===== src/rtl/spi_word_target.sv =====
// SPI target with oversampled pins: any CPOL/CPHA mode, WIDTH-bit words, back-to-back
// words per frame, buffered rx/tx handshakes with overrun/underrun pulses.
module spi_word_target #(
  parameter int unsigned      WIDTH       = 8,
  parameter bit               CPOL        = 1'b0,
  parameter bit               CPHA        = 1'b0,
  parameter int unsigned      SYNC_STAGES = 2,
  parameter logic [WIDTH-1:0] TX_FILL     = '0
) (
  input  logic             clk,
  input  logic             reset,
  input  logic             spi_cs_n,
  input  logic             spi_sclk,
  input  logic             spi_rx,
  output logic             spi_tx,
  output logic             spi_tx_oe,
  output logic             selected,
  output logic             frame_start,
  output logic             frame_end,
  output logic [WIDTH-1:0] rx_data,
  output logic             rx_valid,
  input  logic             rx_ack,
  output logic             rx_overrun,
  input  logic [WIDTH-1:0] tx_data,
  input  logic             tx_wr,
  output logic             tx_pending,
  output logic             tx_underrun
);

  localparam int unsigned CNT_W = (WIDTH > 2) ? $clog2(WIDTH) : 1;
  localparam logic [CNT_W-1:0] LAST_BIT = CNT_W'(WIDTH - 1);

  logic [SYNC_STAGES-1:0] cs_sync, sclk_sync, rx_sync, live;
  logic                   cs_d, sclk_d, armed;
  logic [CNT_W-1:0]       bit_cnt;
  logic [WIDTH-1:0]       rx_shift, tx_shift, tx_hold;

  logic cs_s, sclk_s, rx_s;
  logic start_c, end_c, lead_c, trail_c, sample_c, shift_c, word_done_c, load_c;
  logic [WIDTH-1:0] rx_word_c;

  // Pin synchronisers; live marks when the chain holds real pin values rather than reset values.
  always_ff @(posedge clk or posedge reset) begin
    if (reset) begin
      cs_sync   <= '1;
      sclk_sync <= {SYNC_STAGES{CPOL}};
      rx_sync   <= '0;
      live      <= '0;
      cs_d      <= 1'b1;
      sclk_d    <= CPOL;
      armed     <= 1'b0;
    end else begin
      cs_sync   <= {cs_sync[SYNC_STAGES-2:0], spi_cs_n};
      sclk_sync <= {sclk_sync[SYNC_STAGES-2:0], spi_sclk};
      rx_sync   <= {rx_sync[SYNC_STAGES-2:0], spi_rx};
      live      <= {live[SYNC_STAGES-2:0], 1'b1};
      cs_d      <= cs_s;
      sclk_d    <= sclk_s;
      armed     <= armed | (live[SYNC_STAGES-1] & cs_s);
    end
  end

  // Edge classification; a frame only opens after CS has genuinely been seen high since reset.
  always_comb begin
    cs_s        = cs_sync[SYNC_STAGES-1];
    sclk_s      = sclk_sync[SYNC_STAGES-1];
    rx_s        = rx_sync[SYNC_STAGES-1];
    start_c     = armed & ~selected & cs_d & ~cs_s;
    end_c       = selected & cs_s;
    lead_c      = selected & (sclk_d == CPOL) & (sclk_s != CPOL);
    trail_c     = selected & (sclk_d != CPOL) & (sclk_s == CPOL);
    sample_c    = CPHA ? trail_c : lead_c;
    shift_c     = CPHA ? lead_c : trail_c;
    word_done_c = sample_c & (bit_cnt == LAST_BIT);
    // bit_cnt==0 at a shift edge means the next word starts here, for either phase
    load_c      = ((~CPHA) & start_c) | (shift_c & (bit_cnt == '0));
    rx_word_c   = {rx_shift[WIDTH-2:0], rx_s};
  end

  always_ff @(posedge clk or posedge reset) begin
    if (reset) begin
      selected    <= 1'b0;
      frame_start <= 1'b0;
      frame_end   <= 1'b0;
      bit_cnt     <= '0;
      rx_shift    <= '0;
      tx_shift    <= '0;
      tx_hold     <= '0;
      tx_pending  <= 1'b0;
      tx_underrun <= 1'b0;
      rx_data     <= '0;
      rx_valid    <= 1'b0;
      rx_overrun  <= 1'b0;
    end else begin
      frame_start <= start_c;
      frame_end   <= end_c;
      rx_overrun  <= 1'b0;
      tx_underrun <= 1'b0;

      if (start_c)    selected <= 1'b1;
      else if (end_c) selected <= 1'b0;

      if (end_c) begin
        bit_cnt  <= '0;
        rx_shift <= '0;
        tx_shift <= '0;
      end else begin
        if (sample_c) begin
          rx_shift <= rx_word_c;
          bit_cnt  <= word_done_c ? '0 : bit_cnt + CNT_W'(1);
        end
        if (load_c) begin
          tx_shift    <= tx_pending ? tx_hold : TX_FILL;
          tx_underrun <= ~tx_pending;
        end else if (shift_c) begin
          tx_shift <= {tx_shift[WIDTH-2:0], 1'b0};
        end
      end

      if (word_done_c && !end_c) begin
        rx_data    <= rx_word_c;
        rx_valid   <= 1'b1;
        rx_overrun <= rx_valid & ~rx_ack;
      end else if (rx_ack) begin
        rx_valid <= 1'b0;
      end

      // A write coinciding with a load lands after the load has taken the old contents
      if (tx_wr) begin
        tx_hold    <= tx_data;
        tx_pending <= 1'b1;
      end else if (load_c && !end_c) begin
        tx_pending <= 1'b0;
      end
    end
  end

  assign spi_tx    = tx_shift[WIDTH-1];
  assign spi_tx_oe = selected;

endmodule


===== config.mk =====
export PLATFORM = sky130hd
export DESIGN_NAME = spi_word_target
export DESIGN_NICKNAME = d
export VERILOG_FILES = /design/src/rtl/spi_word_target.sv
export SDC_FILE = /design/constraint.sdc
export NUM_CORES = 1
export LEC_CHECK = 0
export CAP_MARGIN = 20
export CORE_ASPECT_RATIO = 0.6
export CORE_MARGIN = 2
export CORE_UTILIZATION = 52
export CTS_CLUSTER_DIAMETER = 60
export CTS_CLUSTER_SIZE = 28
export DETAILED_ROUTE_END_ITERATION = 10
export PLACE_DENSITY = 0.85
export SYNTH_ARGS = -nofsm -noshare
export SYNTH_HDL_FRONTEND = slang
export SYNTH_SLANG_ARGS = --single-unit

===== constraint.sdc =====
create_clock -name clk -period 2 [get_ports clk]
set_clock_uncertainty 0.2 [all_clocks]
set_input_delay 0.3 -clock clk [delete_from_list [all_inputs] [get_ports clk]]
set_output_delay 0.3 -clock clk [all_outputs]
set_load 0.005 [all_outputs]

==> results.yml <==
timing:
  setup_tns_ns: 0
  rsz0062_at_grt: "true"
  fin_crit_sh_pct: 96.2
  worst_slew_pin_slew_ns: 0.673
  max_freq_mhz: 520
  timing.final.ws_setup_ns: 0.0760
  hold_ws_ns: 0.0721
  setup_viol: 0
  slew_headroom_pct: 54.8
  slew_viol_final: 0
  final_hold_viol_count: 0
  fin_crit_ns: 1.92
synth:
  synth_compound_area_share_pct: 11.5
  synth_seq_cells: 52
  syn_area_um2: 1950
  yosysTopAreaCell: "dfrtp_1"
  synth_area_leaders: "dfrtp_1 (63%), mux2_2 (9.8%), dfstp_2 (4.1%)"
  yosysWarnings: 0
  synthDominantCellAreaShare_pct: 63.0
  seq_area_frac_synth_pct: 67.1
  synth_xor_area_share_pct: 0
  syn_inst: 138
  synth_top_family_by_area: "compound AO/OA/AOI/OAI gates"
  muxShareOfSynthArea_pct: 9.84
  yosys.area_share.simple_pct: 7.52
  syn-num-nets: 156
  synth_area_per_cell_um2: 14.1
  synth_adder_area_share_pct: 1.93
  ys_types: 25
setup_path:
  crit_path_top_delay_cell: "dfrtp_1"
  required_ns: 1.99
  cp.arrival_ns: 1.91
  crit_type: "register to register"
  crit_chain: "inv_1 -> ha_1 -> nand4b_1 -> o21a_1 -> or2_1 -> a21o_1"
  cp_num_buf_inv: 1
  startpoint_type: "register"
  cp-end-kind: "register"
  critical_path.max_stage_delay_ns: 0.41
  cp_max_fo: 8
  crit_family: "compound AO/OA/AOI/OAI gates"
place:
  placed_area_um2: 2330
  hpwl_um: 2610
  dp_worst_setup_slack_ns: -0.0316
  gp_congestion: 0.761
  portBuffers: 31
floorplan:
  dieArea_um2: 4260
  io_pins: 32
  core_um2: 3640
  die_y_um: 51.4
  placementRows: 17
  die_w_um: 83.0
  start_util_pct: 53.5
finish:
  num_antenna_cells: 0
  area_delta_synth_final_pct: 24.6
  num-fill-cells: 259
  fin_util_pct: 66.6
  nets: 194
  drive_above_1_share_pct: 19.2
  fin_area_um2: 2420
grt:
  antenna_found_initial: 0
  grt_max_degree: 27
  grt_pass1_wl_um: 5830
  grt_pass1_vias: 1250
  grt_overflow_total: 0
  track_usage_pct: 17.7
pwr:
  vdd_drop_max_uv: 560
  leakage_nw: 1.11
  powerDensity_nw_per_um2: 854
routing:
  wirelength_um: 3480
  vias: 1213
  wl_per_cell_um: 15.5
  ant_nets: 0
  first_pass_iters: 4
  drtIter0Drc: 66
  drc_errors: 0
  routed_via_density: 5.42
cts:
  cts_sinks: 52
  cts_setup_buffers: 0
  cts_tree: "done"
  path_clk_slew_ns: 0.09
  cts_hold_buf: 0
  insertion_delay_ns: 0.30
  cts_made_buffers: 5
  h-tree-depth: 2
  cts-root-buf: "clkbuf_8"
  clockBufferDepth: 2
run_status:
  outcome: "finished, final reports clean"
run:
  maxCapViolCount: 0
hold_path:
  min_path_type: "input pin to asynchronous set/reset pin"
-- path summary, 6_finish.rpt --
path / depth (start not counted) / slack [ns] / to / start
worst min register to register: 0 / 0.15 / rx_sync[1] / rx_sync[0]
max in group asynchronous: 3 / 1.05 / rx_data[7] / reset
min in group clk: 0 / 0.15 / rx_sync[1] / rx_sync[0]
worst max register to register: 6 / 0.08 / tx_pending / bit_cnt[0]
worst max-delay path: 6 / 0.08 / tx_pending / bit_cnt[0]
worst min-delay path: 2 / 0.07 / rx_data[1] / reset
-- layer usage --
| layer | share of wire (%) | track usage [%] | up-vias | routed length, um |
|---|---|---|---|---|
| met5 | 0 | 0 | - | 0 |
| met4 | 0.78 | 4.92 | 0 | 27 |
| met3 | 4.9 | 5.82 | 4 | 172 |
| met2 | 51 | 30.6 | 36 | 1790 |
| met1 | 43 | 21.9 | 611 | 1490 |
| li1 | - | - | 562 | - |
-- power by group --
| part | internal, mW | total (mW) | switching (mW) |
|---|---|---|---|
| combinational | 0.142 | 0.267 | 0.126 |
| clock | 0.283 | 0.599 | 0.316 |
| sequential | 1.15 | 1.20 | 0.0581 |
-- cell usage after synthesis --
| cell | count |
|---|---|
| o21ai_0 | 7 |
| and2_1 | 1 |
| buf_4 | 2 |
| ha_1 | 3 |
| o21ai_1 | 2 |
| nand2_2 | 1 |
| nand2b_1 | 3 |
| a22o_1 | 9 |
| nand4bb_1 | 1 |
| mux2_2 | 17 |
| o21a_1 | 1 |
| and3b_1 | 1 |
| nor2b_1 | 4 |
| clkbuf_1 | 1 |
| conb_1 | 1 |
| a22oi_1 | 7 |
| nand2_1 | 11 |
| nor2_1 | 2 |
| or2_1 | 2 |
| dfstp_2 | 3 |
| a21o_1 | 2 |
| dfrtp_1 | 49 |
| o22ai_2 | 2 |
| nand4b_1 | 1 |
| inv_1 | 5 |
-- cell usage in the layout (no fill, tap or decap) --
| cell type | n |
|---|---|
| nand4bb_1 | 1 |
| nor2b_2 | 1 |
| buf_4 | 2 |
| inv_2 | 1 |
| or2_1 | 2 |
| a22o_1 | 9 |
| o22ai_2 | 2 |
| ha_1 | 3 |
| conb_1 | 1 |
| clkdlybuf4s50_1 | 31 |
| nand2_1 | 11 |
| clkbuf_8 | 6 |
| a22oi_1 | 7 |
| nand2_2 | 1 |
| nand2b_1 | 3 |
| nor2b_1 | 3 |
| nor2_1 | 2 |
| inv_1 | 4 |
| and2_1 | 1 |
| o21ai_1 | 2 |
| o21ai_0 | 7 |
| dfstp_2 | 3 |
| buf_12 | 1 |
| nand4b_1 | 1 |
| and3b_1 | 1 |
| a21o_1 | 2 |
| clkbuf_1 | 2 |
| o21a_1 | 1 |
| dfrtp_1 | 49 |
| mux2_2 | 17 |
-- timing repair --
item                                    in CTS  in global routing
endpoints found under the hold margin        0                  0
pin swaps                                    0                  0
endpoints found under the setup margin       8                  1
resized for setup                            1                  0
-- per-stage QoR --
stage	power, mW	std cells
2_1_floorplan	1.37	138
3_3_place_gp	1.46	216
3_5_place_dp	1.50	216
4_1_cts	2.08	224
5_1_grt	2.17	224
6_report	2.07	224
-- registers in the layout, indices dropped and copies added (netlist names) --
name,cells
rx_data,8
tx_hold,8
tx_shift,8
rx_shift,7
bit_cnt,3
cs_sync,2
live,2
rx_sync,2
sclk_sync,2
armed,1
cs_d,1
frame_end,1
frame_start,1
rx_overrun,1
rx_valid,1
sclk_d,1
selected,1
tx_pending,1
tx_underrun,1
-- cell families (layout without fill, tap and decap cells) --
kind of cell,Yosys count,count (layout)
AOI/OAI and AO/OA,30,30
muxes,17,17
other,1,1
DFF,52,52
and+or+nand+nor,27,27
buffers and inverters,8,47
adders and majority gates,3,3
-- final cells by class --
cell class	instances	area, um2	share of cell area [%]
Inverter	5	18.8	0.774
Clock buffer	8	90.1	3.72
Sequential cell	52	1310	53.8
Timing Repair Buffer	34	345	14.2
Multi-Input combinational cell	78	606	25.0
Tap cell	47	58.8	2.43
Power figures use the tool's default switching activity.
